$ cat src/rtl/mem_access_ctrl.sv
// mem_access_ctrl: CPU load/store front end for a word-wide, fixed-latency
// memory with little-endian byte lanes. Sub-word stores use read-modify-write.
// Optional feature macro: SIGNED_LOAD_EN (sign-extend byte/half loads when
// req_signed = 1). Default build zero-extends all loads.
module mem_access_ctrl #(
    parameter int unsigned MEM_WAIT = 2
) (
    input  logic        clk,
    input  logic        reset,
    input  logic        req_valid,
    output logic        req_ready,
    input  logic        req_write,
    input  logic [1:0]  req_size,
    input  logic        req_signed,
    input  logic [31:0] req_addr,
    input  logic [31:0] req_wdata,
    output logic [31:0] mem_addr,
    output logic        mem_wr,
    output logic [31:0] mem_wdata,
    input  logic [31:0] mem_rdata,
    output logic        resp_valid,
    output logic [31:0] resp_data,
    output logic        resp_err
);

    localparam int unsigned CNT_W  = 4;
    localparam int unsigned DATA_W = 32;

    localparam logic [1:0] SZ_BYTE = 2'd1;
    localparam logic [1:0] SZ_HALF = 2'd2;
    localparam logic [1:0] SZ_WORD = 2'd3;

    typedef enum logic [1:0] {
        IDLE    = 2'd0,
        RD_WAIT = 2'd1,
        WR      = 2'd2,
        RESP    = 2'd3
    } state_t;

    state_t              state_q;
    logic [CNT_W-1:0]    cnt_q;
    logic                write_q;
    logic [1:0]          size_q;
    logic                signed_q;
    logic [DATA_W-1:0]   addr_q;
    logic [DATA_W-1:0]   wdata_q;

    logic                req_ready_q;
    logic [DATA_W-1:0]   mem_addr_q;
    logic                mem_wr_q;
    logic [DATA_W-1:0]   mem_wdata_q;
    logic                resp_valid_q;
    logic [DATA_W-1:0]   resp_data_q;
    logic                resp_err_q;

    logic                misaligned_c;
    logic                sext_c;
    logic [7:0]          lane_byte_c;
    logic [15:0]         lane_half_c;
    logic [DATA_W-1:0]   load_data_c;
    logic [DATA_W-1:0]   merge_data_c;

    assign req_ready  = req_ready_q;
    assign mem_addr   = mem_addr_q;
    assign mem_wr     = mem_wr_q;
    assign mem_wdata  = mem_wdata_q;
    assign resp_valid = resp_valid_q;
    assign resp_data  = resp_data_q;
    assign resp_err   = resp_err_q;

    // Alignment check on the incoming request (evaluated only in IDLE)
    always_comb begin
        misaligned_c = 1'b0;
        unique case (req_size)
            2'd0:    misaligned_c = 1'b1;
            SZ_HALF: misaligned_c = req_addr[0];
            SZ_WORD: misaligned_c = (req_addr[1:0] != 2'b00);
            default: misaligned_c = 1'b0;
        endcase
    end

`ifdef SIGNED_LOAD_EN
    assign sext_c = signed_q;
`else
    logic unused_signed;
    assign unused_signed = signed_q;
    assign sext_c        = 1'b0;
`endif

    // Lane select and extension of the returned memory word for loads
    always_comb begin
        lane_byte_c = mem_rdata[{addr_q[1:0], 3'b000} +: 8];
        lane_half_c = addr_q[1] ? mem_rdata[31:16] : mem_rdata[15:0];
        load_data_c = mem_rdata;
        unique case (size_q)
            SZ_BYTE: load_data_c = {{24{sext_c & lane_byte_c[7]}}, lane_byte_c};
            SZ_HALF: load_data_c = {{16{sext_c & lane_half_c[15]}}, lane_half_c};
            default: load_data_c = mem_rdata;
        endcase
    end

    // Old word with the addressed lane(s) replaced, for sub-word stores
    always_comb begin
        merge_data_c = mem_rdata;
        unique case (size_q)
            SZ_BYTE: merge_data_c[{addr_q[1:0], 3'b000} +: 8] = wdata_q[7:0];
            SZ_HALF: begin
                if (addr_q[1]) begin
                    merge_data_c[31:16] = wdata_q[15:0];
                end else begin
                    merge_data_c[15:0] = wdata_q[15:0];
                end
            end
            default: merge_data_c = mem_rdata;
        endcase
    end

    // Access sequencer with registered outputs
    always_ff @(posedge clk or posedge reset) begin
        if (reset) begin
            state_q      <= IDLE;
            cnt_q        <= '0;
            write_q      <= 1'b0;
            size_q       <= '0;
            signed_q     <= 1'b0;
            addr_q       <= '0;
            wdata_q      <= '0;
            req_ready_q  <= 1'b1;
            mem_addr_q   <= '0;
            mem_wr_q     <= 1'b0;
            mem_wdata_q  <= '0;
            resp_valid_q <= 1'b0;
            resp_data_q  <= '0;
            resp_err_q   <= 1'b0;
        end else begin
            unique case (state_q)
                IDLE: begin
                    if (req_valid) begin
                        write_q     <= req_write;
                        size_q      <= req_size;
                        signed_q    <= req_signed;
                        addr_q      <= req_addr;
                        wdata_q     <= req_wdata;
                        req_ready_q <= 1'b0;
                        if (misaligned_c) begin
                            state_q      <= RESP;
                            resp_valid_q <= 1'b1;
                            resp_err_q   <= 1'b1;
                        end else if (req_write && (req_size == SZ_WORD)) begin
                            state_q     <= WR;
                            mem_addr_q  <= {req_addr[31:2], 2'b00};
                            mem_wr_q    <= 1'b1;
                            mem_wdata_q <= req_wdata;
                        end else begin
                            state_q    <= RD_WAIT;
                            mem_addr_q <= {req_addr[31:2], 2'b00};
                            cnt_q      <= CNT_W'(MEM_WAIT - 1);
                        end
                    end
                end
                RD_WAIT: begin
                    if (cnt_q != '0) begin
                        cnt_q <= cnt_q - CNT_W'(1);
                    end else if (write_q) begin
                        state_q     <= WR;
                        mem_wr_q    <= 1'b1;
                        mem_wdata_q <= merge_data_c;
                    end else begin
                        state_q      <= RESP;
                        mem_addr_q   <= '0;
                        resp_valid_q <= 1'b1;
                        resp_err_q   <= 1'b0;
                        resp_data_q  <= load_data_c;
                    end
                end
                WR: begin
                    state_q      <= RESP;
                    mem_addr_q   <= '0;
                    mem_wr_q     <= 1'b0;
                    mem_wdata_q  <= '0;
                    resp_valid_q <= 1'b1;
                    resp_err_q   <= 1'b0;
                end
                RESP: begin
                    state_q      <= IDLE;
                    resp_valid_q <= 1'b0;
                    resp_err_q   <= 1'b0;
                    req_ready_q  <= 1'b1;
                end
                default: begin
                    state_q     <= IDLE;
                    req_ready_q <= 1'b1;
                end
            endcase
        end
    end

endmodule

$ cat config.mk
export PLATFORM = sky130hd
export DESIGN_NAME = mem_access_ctrl
export DESIGN_NICKNAME = d
export VERILOG_FILES = /design/src/rtl/mem_access_ctrl.sv
export SDC_FILE = /design/constraint.sdc
export NUM_CORES = 1
export LEC_CHECK = 0
export CAP_MARGIN = 20
export CORE_MARGIN = 1.5
export CORE_UTILIZATION = 45
export DETAILED_ROUTE_END_ITERATION = 7
export PLACE_DENSITY = 0.82
export SYNTH_ARGS = -nofsm -noshare
export SYNTH_HDL_FRONTEND = slang
export SYNTH_SLANG_ARGS = --single-unit
export TNS_END_PERCENT = 5
$ cat constraint.sdc
create_clock -name clk -period 5.5 [get_ports clk]
set_input_delay 0.825 -clock clk [delete_from_list [all_inputs] [get_ports clk]]
set_output_delay 0.825 -clock clk [all_outputs]
set_load 0.01 [all_outputs]
# After elaboration in Yosys (flattened, before gate mapping)
# Cells that the tools add are included.
[word_totals]
regBits = 127
latchBits = 0
mem_bits_rw = 0
mem_bits_ro = 0
input_bits = 103
out_inout_bits = 100
elab_cells = 98
mem_count = 0
[classes]
add_sub_neg = 2
n_mul = 0
div = 0
order_cmp = 0
eq_ne = 16
shifts = 3
muxes = 45
bitwise_logic = 2
reduce_logical = 17
[ops]
columns = ["op", "n"]
rows = [
  ["$mux W32", 9],
  ["$pmux W32 S3", 2],
  ["$pmux W32 S2", 2],
  ["$mux W16", 3],
  ["$bwmux W32", 1],
  ["$shift A8 B7 Y32 const A", 1],
  ["$shiftx A32 B6 Y8", 1],
  ["$shiftx A8 B7 Y32", 1],
  ["$ne A2 B2 Y1 const B", 9],
  ["$mux W4", 4],
  ["$mux W1", 13],
  ["$eq A2 B2 Y1 const B", 5],
  ["$reduce_and A5 Y1", 2],
  ["$pmux W1 S3", 3],
  ["$mux W2", 4],
  ["$pmux W2 S4", 1],
  ["$pmux W4 S2", 1],
  ["$neg A5 Y7", 1],
  ["$reduce_and A2 Y1", 3],
  ["$reduce_and A6 Y1", 1],
  ["$reduce_bool A2 Y1", 3],
  ["$eq A2 B1 Y1 const B", 2],
  ["$logic_not A2 Y1", 2],
  ["$pmux W1 S4", 1],
  ["9 further kinds", 10],
]

# Logic depth before layout (Yosys ltp)
[depth]
word_depth = 7
mapped_depth = 9
ltp_nobuf = 6

# Worst setup path after synthesis
# Ideal clock, no wire load.
[synth_timing]
path_kind = "flip-flop to flip-flop"
start = "register addr_q[1]"
end = "register mem_wdata_q[17] (netlist: mem_wdata[17])"
setup_ns = 0.126
arrival_ns = 2.521
required_ns = 5.374
path_slack_ns = 2.853
path_stages_with_launch = 9
path_buffers = 2
synth_period_minus_slack_ns = 2.647
path_cell_list = "dfrtp_1 -> buf_1 -> clkinv_1 -> ha_1 -> clkbuf_1 -> and4b_1 -> a22o_1 -> a22o_1 -> a221o_1"
[synth_via]
elab_chain_len = 7
word_cells_on_any_way = 9
cone_classes = "add/sub (1); shift (2); mux (6)"
[synth_lines]
columns = ["item", "line_no", "rtl"]
rows = [
  ["from (decl)", "45", "logic [DATA_W-1:0] addr_q;"],
  ["from (signal assigned)", "142", "addr_q <= req_addr;"],
  ["$neg A5 Y7", "106", "SZ_BYTE: merge_data_c[{addr_q[1:0], 3'b000} +: 8] = wdata_q[7:0];"],
  ["$shiftx A8 B7 Y32 / $shift A8 B7 Y32 (equally long branches)", "106", ""],
  ["$bwmux W32", "106", ""],
  ["$pmux W32 S2 (*)", "105", "unique case (size_q)"],
  ["$mux W32 (*)", "164", "end else if (write_q) begin"],
  ["$mux W32 (*)", "162", "if (cnt_q != '0) begin"],
  ["$pmux W32 S3 (*)", "136", "unique case (state_q)"],
  ["to (signal assigned)", "153", "mem_wdata_q <= req_wdata;"],
  ["to (signal assigned)", "167", "mem_wdata_q <= merge_data_c;"],
  ["to (decl)", "51", "logic [DATA_W-1:0] mem_wdata_q;"],
]
# Mark *: on every way between the ends. The rest lies on a longest branch, timed or not. The select of a mux whose other input is x is not followed.
# A chain may end at the register's enable or synchronous reset.

# Worst setup path after layout
[layout_timing]
start = "register state_q[0]"
end = "register mem_wdata_q[21] (netlist: mem_wdata[21])"
[layout_via]
elab_chain_len = 3
word_cells_on_any_way = 11
cone_classes = "eq/ne (7); mux (1); reduce/logical (3)"
[layout_lines]
columns = ["item", "line_no", "rtl"]
rows = [
  ["from (decl)", "40", "state_t state_q;"],
  ["from (signal assigned)", "121", "state_q <= IDLE;"],
  ["from (signal assigned)", "146", "state_q <= RESP;"],
  ["from (signal assigned)", "150", "state_q <= WR;"],
  ["$eq A2 B1 Y1 (tied with other cells)", "136", ""],
  ["$ne A2 B2 Y1 (no source line) / $reduce_bool A3 Y1 (equally long branches)", "--", ""],
  ["$reduce_and A6 Y1 (no source line)", "--", ""],
]
# Parallel ways exist; a longest one is shown, timed or not.

==> flow_summary.rst <==
.. list-table::
   :header-rows: 1

   * - Metric
     - Value
   * - Initial antenna violation count
     - 0
   * - Library cell with the largest summed area after synthesis
     - sky130_fd_sc_hd__dfrtp_1
   * - Family of cells with the greatest summed delay on the critical path
     - compound AO/OA/AOI/OAI gates
   * - Count of pins on the block boundary
     - around 200
   * - Top achievable clock speed
     - around 0.3 GHz
   * - Placement Cell Area
     - between 0.009 and 0.01 mm²
   * - Top cell types by occurrence after synthesis
     - 124 x sky130_fd_sc_hd__dfrtp_1, 66 x sky130_fd_sc_hd__nand2_1, 46 x sky130_fd_sc_hd__mux2_2
   * - Total track usage
     - 0.2583
   * - Post-synthesis cell count
     - about 730
   * - Synthesis warning total
     - 0
   * - Cell Rows
     - 46
   * - Post-synthesis share of cell area spent on full adders, half adders and majority gates
     - 0.02250
   * - Sum of routed wire length over all layers
     - 21610 µm
   * - Clock buffers created by TritonCTS
     - 17
   * - Minimum setup slack in the final design
     - 2.141 ns
   * - P per Cell Area
     - 675.6 mW/mm²
   * - Count of flip-flops with a built-in enable after synthesis
     - 0
   * - Layout Utilization
     - 0.6291
   * - Crit-path max FO
     - 34
   * - Most frequent cell after synthesis
     - sky130_fd_sc_hd__dfrtp_1
   * - Placement-stage worst setup slack
     - ~2.1 ns
   * - Max-Cap Viols
     - 0
   * - Clk slew on worst S/H paths
     - approximately 0.060 ns
   * - Post-synthesis sequential element count
     - ~130
   * - Slew headroom
     - 0.2835
   * - Level count of the clock H-tree
     - 4
   * - Power Total
     - roughly 0.0067 W
   * - Final setup violation count
     - 0
   * - Wirelength per Cell
     - roughly 19 µm
   * - Final weighted congestion of routability-driven global placement
     - between 0.9 and 1
   * - DIE WIDTH
     - 129.7 µm
   * - Starting density of the core
     - 0.4583
   * - Worst path max stage delay
     - approximately 0.72 ns
   * - Number of different library cells in the post-synthesis netlist
     - 57
   * - Die outline area
     - between 0.015 and 0.02 mm²
   * - Kind of end point of the critical path
     - flop
   * - Clock tree root buffer cell
     - sky130_fd_sc_hd__clkbuf_16
   * - Unrepaired setup endpoints after global routing
     - no
   * - Top-area cell type share of the netlist area
     - 0.4293
   * - Leakage dissipation
     - approximately 4.0 nW
   * - Final critical path time including I/O delays and setup
     - roughly 3.4 ns
   * - Cell with the largest stage delay on the worst path
     - sky130_fd_sc_hd__ha_2
   * - Critical path cell sequence
     - inv_1 > ha_2 > buf_4 > nor2b_1 > a31o_2 > nand2_2 > a221o_1
   * - Number of fill cells
     - roughly 1300
   * - Post-synthesis instance area
     - slightly above 0.007 mm²
   * - Asr flop ratio synth
     - 1.000
   * - Category of the critical setup timing path
     - flop to flop
   * - Post-synthesis share of cell area spent on xor and xnor gates
     - 0
   * - Number of instances resized during post-cts repair
     - 0
   * - Height of the die
     - around 130 µm
   * - Via Count
     - between 6000 and 7000
   * - Total congestion overflow
     - 0
   * - Residual antenna-violating net count after detailed routing
     - 0
   * - Share of the cycle needed by the critical path after routing
     - 0.6108
   * - Number of hold-repair buffers added at the cts stage
     - 0
   * - Combinational family with the most area after synthesis
     - compound AO/OA/AOI/OAI gates
   * - Clock latency on the worst-skew pair
     - 0.43 ns
   * - HPWL after detailed placement
     - ~15000 µm
   * - Outcome
     - finished clean
   * - Cells taking the most area after synthesis
     - sky130_fd_sc_hd__dfrtp_1 43%, sky130_fd_sc_hd__mux2_2 7.2%, sky130_fd_sc_hd__mux2_1 4.7%
   * - Basic-gate share of the synthesized area counting and, or, nand and nor cells
     - 0.1684
   * - Max-slew violation count
     - 0
   * - Via count of the first global-routing pass
     - around 6200
   * - Maximum count of clock buffers along a single path
     - 2
   * - DRC violation count after routing
     - 0
   * - Maximum number of pins on one net before global-route repair
     - 65
   * - Global-route wire length before repair
     - 33510 µm
   * - Required time at the worst-slack endpoint
     - around 5.8 ns
   * - Per-instance average area after synthesis
     - about 10 µm²
   * - Clock Sink Count
     - ~130
   * - Fraction of final layout cells with drive strength greater than 1
     - 0.1251
   * - Multiplexer share of the synthesized area
     - 0.1198
   * - Share of synthesized area occupied by flip-flops and latches
     - 0.4329
   * - Core footprint
     - between 0.015 and 0.02 mm²
   * - Hold crit path type
     - flop to flop
   * - Final setup skew
     - just over 0.01 ns
   * - Initial drt markers
     - ~600
   * - Area used by multi-input combinational logic
     - between 0.003 and 0.004 mm²
   * - Layout net count
     - ~1000
   * - Design Area, Final
     - ~0.0099 mm²
   * - Drt pass-1 iters
     - 5
   * - Slew @ Worst Pin
     - around 1.1 ns
   * - Post-route setup TNS
     - 0 ns
   * - CP startpoint kind
     - flop
   * - Complex-gate fraction of the synthesized area
     - 0.2081
   * - Detailed-route vias per instance
     - between 5 and 6
   * - Worst Path Arrival
     - around 3.7 ns
   * - Top flip-flop cell by instance count after synthesis
     - sky130_fd_sc_hd__dfrtp_1
   * - Total setup buffers inserted after CTS
     - 0
   * - TritonCTS clock tree
     - done
   * - Layout area overhead
     - 37.25%
   * - Final hold violation count
     - 0
   * - Register area
     - between 0.003 and 0.004 mm²
   * - Count of buffering cells on the critical path with inverters included
     - 2
   * - Highest ir drop seen on vdd
     - ~0.35 mV
   * - PortBufs
     - 199
power by group:
| group | internal, W | switching [W] |
|---|---|---|
| Clock | 0.000720 | 0.000451 |
| Combinational | 0.00174 | 0.00208 |
| Sequential | 0.00138 | 0.000338 |
worst register-to-register path: cells and delay by family (launching register included):
family / cells / cell delay (ns)
AO/OA/AOI/OAI: 2 / 0.95
flip-flops: 1 / 0.39
adder cells (fa/ha/maj): 1 / 0.72
buffers and inverters: 2 / 0.55
AND/OR/NAND/NOR: 2 / 0.65
per-layer routing:
layer	share of wire	up-vias	GRT usage
met4	0.028	0	0.1105
li1	-	3021	-
met5	0	-	0
met3	0.067	47	0.04469
met2	0.48	279	0.4133
met1	0.42	3156	0.3471
path summary, 6_finish.rpt:
path                         startpoint             to  slack, ns  cells past startpoint
setup / recovery             state_q[0]  mem_wdata[21]       2.14                      7
hold / removal             resp_data[4]   resp_data[4]       0.48                      2
setup reg to reg             state_q[0]  mem_wdata[21]       2.14                      7
hold reg to reg            resp_data[4]   resp_data[4]       0.48                      2
max in group asynchronous         reset  resp_data[25]       3.66                      3
min in group asynchronous         reset   mem_addr[19]       0.85                      2
cells by family (layout without fill, tap and decap cells):
group                      after synthesis  in the layout
AOI/OAI and AO/OA                      214            214
other                                    1              3
muxes                                   77             77
adders and majority gates               13             13
and+or+nand+nor                        214            214
buffers and inverters                   81            258
DFF                                    125            125
placed cells by master, fill, tap and decap left out, types with 5 or more instances in the layout:
master / Yosys / final
sky130_fd_sc_hd__nand3_1: 26 / 26
sky130_fd_sc_hd__a31oi_1: 28 / 27
sky130_fd_sc_hd__a221oi_1: 8 / 8
sky130_fd_sc_hd__o22a_1: 10 / 10
sky130_fd_sc_hd__dfrtp_1: 124 / 124
sky130_fd_sc_hd__a211o_1: 11 / 11
sky130_fd_sc_hd__a21oi_1: 29 / 29
sky130_fd_sc_hd__nor2b_1: 41 / 41
sky130_fd_sc_hd__o21ai_0: 43 / 43
sky130_fd_sc_hd__nand2b_1: 26 / 26
sky130_fd_sc_hd__mux2_1: 30 / 30
sky130_fd_sc_hd__clkdlybuf4s50_1: 0 / 199
sky130_fd_sc_hd__a221o_1: 9 / 9
sky130_fd_sc_hd__nor4b_2: 5 / 5
sky130_fd_sc_hd__nor2_1: 12 / 12
sky130_fd_sc_hd__clkbuf_16: 0 / 17
sky130_fd_sc_hd__a22oi_1: 7 / 7
sky130_fd_sc_hd__nand4_1: 12 / 12
sky130_fd_sc_hd__buf_4: 3 / 11
sky130_fd_sc_hd__a22o_1: 16 / 16
sky130_fd_sc_hd__mux2_2: 46 / 46
sky130_fd_sc_hd__o31ai_1: 23 / 23
sky130_fd_sc_hd__inv_1: 15 / 14
sky130_fd_sc_hd__nor3b_1: 9 / 9
sky130_fd_sc_hd__a311oi_1: 8 / 8
sky130_fd_sc_hd__nand2_1: 66 / 65
sky130_fd_sc_hd__a31o_2: 8 / 8
sky130_fd_sc_hd__ha_1: 13 / 12
flip-flops by register name, indices dropped and copies added (netlist names):
signal / flops
mem_addr: 30
resp_err: 1
write_q: 1
mem_wr: 1
mem_wdata: 32
resp_valid: 1
cnt_q: 4
wdata_q: 16
size_q: 2
addr_q: 2
resp_data: 32
req_ready: 1
state_q: 2
metrics by stage:
stage | cells | hold slack (ns)
after global placement | 1086 | 0.4603
after CTS | 1118 | 0.4788
after detailed placement | 1086 | 0.4698
after floorplan | 726 | 0.4753
final | 1120 | 0.4751
after global routing | 1119 | 0.4998
cell type report:
class	count	area share
Clock buffer	17	0.04288
Sequential cell	125	0.3154
Clock inverter	15	0.01892
Timing Repair Buffer	210	0.2091
Multi-Input combinational cell	520	0.3799
Tap cell	216	0.02724
Antenna cell	1	0.0002522
Inverter	16	0.006306
Note: power is estimated with default switching activity, not from simulation.
